[src/rtl/odma_arb_pkg.sv]
// Shared AXI constants and a constant-foldable clog2 for the DDR read arbiter.
// Safe to call when sizing parameters and localparams.
package odma_arb_pkg;

    localparam logic [1:0] AXI_BURST_INCR = 2'b01;
    localparam logic [1:0] AXI_RESP_OKAY   = 2'b00;
    localparam logic [1:0] AXI_RESP_EXOKAY = 2'b01;
    localparam logic [1:0] AXI_RESP_SLVERR = 2'b10;
    localparam logic [1:0] AXI_RESP_DECERR = 2'b11;

    function automatic int clog2(input int value);
        int result;
        result = 0;
        while ((1 << result) < value) begin
            result = result + 1;
        end
        return result;
    endfunction

endpackage

[src/rtl/odma_rr_arbiter.sv]
// Mask-based round-robin arbiter with a one-hot grant.
// The mask keeps only requesters after the last winner; when that leaves nobody, the plain request vector is used.
module odma_rr_arbiter #(
    parameter int N = 2
) (
    input  logic         clk,
    input  logic         rst,
    input  logic [N-1:0] req,
    input  logic         advance,
    output logic [N-1:0] gnt
);

    logic [N-1:0] mask_reg;
    logic [N-1:0] masked;
    logic [N-1:0] pick;

    assign masked = req & mask_reg;
    assign pick   = (|masked) ? masked : req;
    // Isolate the lowest set bit.
    assign gnt    = pick & (~pick + N'(1));

    always_ff @(posedge clk or posedge rst) begin
        if (rst) begin
            mask_reg <= '1;
        end else if (advance) begin
            // Keep only the bits strictly above the winner.
            mask_reg <= ~(gnt | (gnt - N'(1)));
        end
    end

endmodule

[src/rtl/odma_ddr_rd_arbiter.sv]
// Shares one DDR AXI4 read port between NUM_REQ requesters.
// Round-robin AR issue with a per-requester outstanding cap; R beats are steered back by rid.
module odma_ddr_rd_arbiter
    import odma_arb_pkg::*;
#(
    parameter int NUM_REQ  = 2,
    parameter int ADDR_W   = 33,
    parameter int DATA_W   = 512,
    parameter int ID_W     = 4,
    parameter int MAX_OUTS = 8
) (
    input  logic                      clk,
    input  logic                      rst,
    input  logic [NUM_REQ-1:0]        s_arvalid,
    output logic [NUM_REQ-1:0]        s_arready,
    input  logic [NUM_REQ*ADDR_W-1:0] s_araddr,
    input  logic [NUM_REQ*8-1:0]      s_arlen,
    output logic [NUM_REQ-1:0]        s_rvalid,
    input  logic [NUM_REQ-1:0]        s_rready,
    output logic [DATA_W-1:0]         s_rdata,
    output logic [1:0]                s_rresp,
    output logic                      s_rlast,
    output logic                      m_arvalid,
    input  logic                      m_arready,
    output logic [ADDR_W-1:0]         m_araddr,
    output logic [7:0]                m_arlen,
    output logic [ID_W-1:0]           m_arid,
    output logic [2:0]                m_arsize,
    output logic [1:0]                m_arburst,
    input  logic                      m_rvalid,
    output logic                      m_rready,
    input  logic [ID_W-1:0]           m_rid,
    input  logic [DATA_W-1:0]         m_rdata,
    input  logic [1:0]                m_rresp,
    input  logic                      m_rlast,
    output logic                      busy,
    output logic                      err_rid
);

    localparam int CNT_W = clog2(MAX_OUTS + 1);
    localparam int IDX_W = (NUM_REQ > 1) ? clog2(NUM_REQ) : 1;

    logic [CNT_W-1:0]   outs_reg [NUM_REQ];
    logic [NUM_REQ-1:0] eligible;
    logic [NUM_REQ-1:0] gnt;
    logic [NUM_REQ-1:0] outs_nz;
    logic [NUM_REQ-1:0] rid_hit;
    logic [IDX_W-1:0]   win_idx;
    logic               load;
    logic               advance;
    logic               r_beat_last;

    assign load    = !m_arvalid || m_arready;
    // Grants are masked while reset is held so nothing is accepted that the cleared state would lose.
    assign advance = load && (|gnt) && !rst;

    odma_rr_arbiter #(.N(NUM_REQ)) u_rr (
        .clk     (clk),
        .rst     (rst),
        .req     (eligible),
        .advance (advance),
        .gnt     (gnt)
    );

    assign s_arready = advance ? gnt : '0;

    always_comb begin
        win_idx = '0;
        for (int i = 0; i < NUM_REQ; i++) begin
            if (gnt[i]) begin
                win_idx = win_idx | IDX_W'(i);
            end
        end
    end

    always_ff @(posedge clk or posedge rst) begin
        if (rst) begin
            m_arvalid <= 1'b0;
            m_araddr  <= '0;
            m_arlen   <= '0;
            m_arid    <= '0;
        end else if (advance) begin
            m_arvalid <= 1'b1;
            m_araddr  <= s_araddr[win_idx*ADDR_W +: ADDR_W];
            m_arlen   <= s_arlen[win_idx*8 +: 8];
            m_arid    <= ID_W'(win_idx);
        end else if (m_arready) begin
            m_arvalid <= 1'b0;
        end
    end

    assign m_arsize    = 3'(clog2(DATA_W / 8));
    assign m_arburst   = AXI_BURST_INCR;
    assign r_beat_last = m_rvalid && m_rready && m_rlast;

    genvar gi;
    generate
        for (gi = 0; gi < NUM_REQ; gi++) begin : g_req
            logic inc;
            logic dec;

            assign rid_hit[gi]  = (m_rid == ID_W'(gi));
            assign s_rvalid[gi] = m_rvalid && rid_hit[gi];
            assign eligible[gi] = s_arvalid[gi] && (outs_reg[gi] < CNT_W'(MAX_OUTS));
            assign outs_nz[gi]  = (outs_reg[gi] != '0);
            assign inc          = s_arvalid[gi] && s_arready[gi];
            assign dec          = r_beat_last && rid_hit[gi];

            always_ff @(posedge clk or posedge rst) begin
                if (rst) begin
                    outs_reg[gi] <= '0;
                end else if (inc && !dec) begin
                    outs_reg[gi] <= outs_reg[gi] + CNT_W'(1);
                end else if (dec && !inc && outs_nz[gi]) begin
                    outs_reg[gi] <= outs_reg[gi] - CNT_W'(1);
                end
            end
        end
    endgenerate

    // Beats for an unknown ID are drained so the DDR R channel can never lock up.
    assign m_rready = (|rid_hit) ? (|(rid_hit & s_rready)) : 1'b1;
    assign s_rdata  = m_rdata;
    assign s_rresp  = m_rresp;
    assign s_rlast  = m_rlast;
    assign busy     = m_arvalid || (|outs_nz);

    always_ff @(posedge clk or posedge rst) begin
        if (rst) begin
            err_rid <= 1'b0;
        end else if (m_rvalid && !(|rid_hit)) begin
            err_rid <= 1'b1;
        end
    end

endmodule
[config.mk]
export PLATFORM = sky130hd
export DESIGN_NAME = odma_ddr_rd_arbiter
export DESIGN_NICKNAME = d
export VERILOG_FILES = /design/src/rtl/odma_arb_pkg.sv /design/src/rtl/odma_rr_arbiter.sv /design/src/rtl/odma_ddr_rd_arbiter.sv
export SDC_FILE = /design/constraint.sdc
export NUM_CORES = 1
export LEC_CHECK = 0
export ABC_AREA = 0
export BUFFER_PORTS_ARGS = -buffer_cell sky130_fd_sc_hd__buf_4
export CAP_MARGIN = 20
export CORE_AREA = 5 5 453 455
export CTS_CLUSTER_SIZE = 14
export DETAILED_ROUTE_END_ITERATION = 10
export DIE_AREA = 0 0 458 460
export GPL_ROUTABILITY_DRIVEN = 0
export GPL_TIMING_DRIVEN = 0
export PLACE_DENSITY = 0.3
export SLEW_MARGIN = 20
export SYNTH_ARGS = -nofsm -noshare
export SYNTH_HDL_FRONTEND = slang
export SYNTH_SLANG_ARGS = --single-unit
[constraint.sdc]
create_clock -name clk -period 3.1 [get_ports clk]
set_input_delay 0.465 -clock clk [delete_from_list [all_inputs] [get_ports clk]]
set_output_delay 0.465 -clock clk [all_outputs]
set_load 0.02 [all_outputs]
==> run metrics <==
Total GRT Usage 0.1032; share of layout cells above drive strength 1 0.8376; Synth area leaders buf_4, dfrtp_1, mux2i_1, o21ai_0, nand2_1; IO buf count 659; Crit Path Class register to register; Max VDD drop 0.0002173 V; final wirelength 115.8 mm; FF-to-FF path depth 6; Final Worst Setup Slack 0.1478 ns; worst hold slack 0.08645 ns; Avg Vias per Cell 1.870; Worst R2R End m_arlen[2]; post-synthesis cell area 6644 sq um; die area 210,700 sq um; EDFF count, synth 0; initial antenna violation count 87; first-pass GRT wire length 129.9 mm; worst setup path end m_arlen[2]; share of the synthesized area in the top cell type 0.5910; Layout Nets 2,061; Synthesis Warnings 0; final hold violations 0; TritonCTS clock tree yes; H-tree depth 2; post-synth cell types 37; Reg clk slew, reported paths 0.11 ns; Int Power 3138 uW; Net Sw Frac 0.4955; syn_area_per_cell 8.595 sq um; Achievable Freq 338.7 MHz; Psw 3082 uW; Place WS -0.09302 ns; Final Instance Area 15,210 sq um; DRC errors left 0; Routed wire per std cell 28.02 um; PwrDens 408.9 nW/um^2; Critical Path Sink Type register; Yosys top cell by area buf_4; worst r2r src outs_reg[7]; height of the chip 460 um; Tmin final 2.952 ns; Slew Limit Headroom 0.4322; leakage power 0.007227 uW; # Max-Cap Violations 0; most frequent cell after synthesis buf_4; number of DRC markers in iteration 0 269; largest net degree at the start of global routing 37; fin crit share 0.9523; Post-DRT Antenna Nets 0; part of the power in registers 0.204; starting density of the core 0.03307; drt pass-1 iters 4; Clk pwr share 0.134; Async SR Flop Fraction 1.000; area delta synth->final 128.9%; cell row count 165; Hold Path Class primary input to async pin; clock buffer depth 2; IO Pins 1,182; most frequent cells after synthesis buf_4, dfrtp_1, nand2_1; Vias 7,730; core area 200,900 sq um; startpoint types register; die width 458 um; Yosys reg bits 54; CTS buffer count 5; CTS root buffer clkbuf_16; Placed Area 14,990 sq um; Worst Path Required 3.31 ns; max FFs per register 33; gr ovfl total 0; Main synth FF type dfrtp_1; setup slack, reg-to-reg 0.15 ns; worst skew pair latency 0.35 ns; max-slew violations 0; post-DP HPWL 111.4 mm; Least-Margin Pin Slew 0.8280 ns; Comb pwr share 0.662; Num Clock Sinks 54; Seq/Total Area, Yosys 0.2038; vias in the first global route 8,279; RSZ-0062 raised after global routing no; crit path launch outs_reg[7]; Cells after Synth 773; status completed; Worst Clk Skew 0.02108 ns; final setup fails 0; critical path arrival 3.16 ns; Total Power 6219 uW; crit path max fanout 10
[worst max-delay path, stage by stage, from the launching register on]
cell and delay (ns):
dfrtp_1 0.41, nand2b_1 0.22, o21bai_1 0.15, buf_2 0.46, buf_2 0.57, mux2i_1 0.77, o21ai_0 0.15
[placed cells by master, fill, tap and decap left out, types with 2 or more instances in the layout]
cell / Yosys / layout
dfrtp_1: 52 / 52
ha_1: 4 / 4
buf_2: 6 / 5
o21bai_1: 2 / 2
mux2_1: 2 / 2
a21o_1: 4 / 4
diode_2: 0 / 15
nand2_1: 44 / 44
buf_6: 1 / 2
conb_1: 2 / 8
clkbuf_2: 0 / 2
mux2_4: 2 / 2
fa_1: 2 / 2
xor2_1: 6 / 6
clkbuf_16: 0 / 5
clkbuf_1: 8 / 6
nor2b_1: 3 / 3
and3_1: 2 / 2
nor2_1: 2 / 2
a21oi_1: 2 / 2
mux2i_1: 42 / 42
o21ai_0: 41 / 41
or4_1: 2 / 2
buf_4: 523 / 1182
dfstp_2: 2 / 2
and2_1: 2 / 2
nand2b_1: 3 / 3
[area by class of cell]
type | instances | area [sq um]
clock buffer | 6 | 138.9
buffer | 538 | 4006
antenna | 15 | 37.54
sequential | 54 | 1354
inverter | 2 | 10.01
fill | 23610 | 185700
multi-input combinational | 185 | 1308
timing repair buffer | 660 | 4975
clock inverter | 2 | 38.79
tap | 2672 | 3343
[timing repair]
action                                 in CTS  in global routing
pin swaps                                   0                  0
hold buffers                                0                  0
endpoints found under the hold margin       0                  0
setup endpoints to repair                   2                  1
buffers inserted                            0                  0
gates resized for setup                     1                  1
[metal layers]
| layer | wire [um] | part of all wire | up-vias | GRT usage |
|---|---|---|---|---|
| met4 | 1368 | 0.012 | 28 | 0.01138 |
| met3 | 24450 | 0.21 | 144 | 0.09529 |
| met5 | 195 | 0.0017 | - | 0 |
| met1 | 35870 | 0.31 | 3431 | 0.09471 |
| met2 | 53950 | 0.47 | 854 | 0.1740 |
| li1 | - | - | 3273 | - |
[metrics by stage]
stage / util / cells / setup TNS, ns
2_1_floorplan: - / 779 / 0
3_3_place_gp: 0.07446 / 4110 / -26.03
3_5_place_dp: 0.07462 / 4111 / -0.1201
4_1_cts: 0.07552 / 4119 / 0
5_1_grt: 0.07556 / 4121 / 0
6_report: 0.07572 / 4134 / 0
[logic make-up (layout without fill, tap and decap cells)]
group	count (synthesis)	count (layout)	synth area share
DFF	54	54	0.2038
AOI/OAI and AO/OA	52	52	0.04708
buffers and inverters	540	1208	0.6028
muxes	47	47	0.07458
adders and majority gates	6	6	0.01356
other	2	23	0.001130
xor gates and xnor gates	6	6	0.007910
and+or+nand+nor	66	66	0.04915
[worst min path at each step]
| stage | from | end | slack, ns | cells past startpoint |
|---|---|---|---|---|
| 6_report | rst | m_araddr[0] | 0.09 | 2 |
| 3_5_place_dp | err_rid | err_rid | 0.47 | 1 |
| 3_3_place_gp | err_rid | err_rid | 0.47 | 1 |
| 5_1_grt | rst | m_araddr[0] | 0.08 | 2 |
| 2_1_floorplan | outs_reg[7] | outs_reg[7] | 0.45 | 1 |
| 4_1_cts | rst | m_araddr[0] | 0.04 | 2 |
[power groups by stage]
stage                     Sequential (uW)  Combinational, uW  Clock (uW)
after floorplan                      1610               1700           0
after global placement               1270               4280           0
after detailed placement             1280               4280           0
after CTS                            1270               4290         914
after global routing                 1320               4430         907
final                                1270               4120         831
Note: power is estimated with default switching activity, not from simulation.
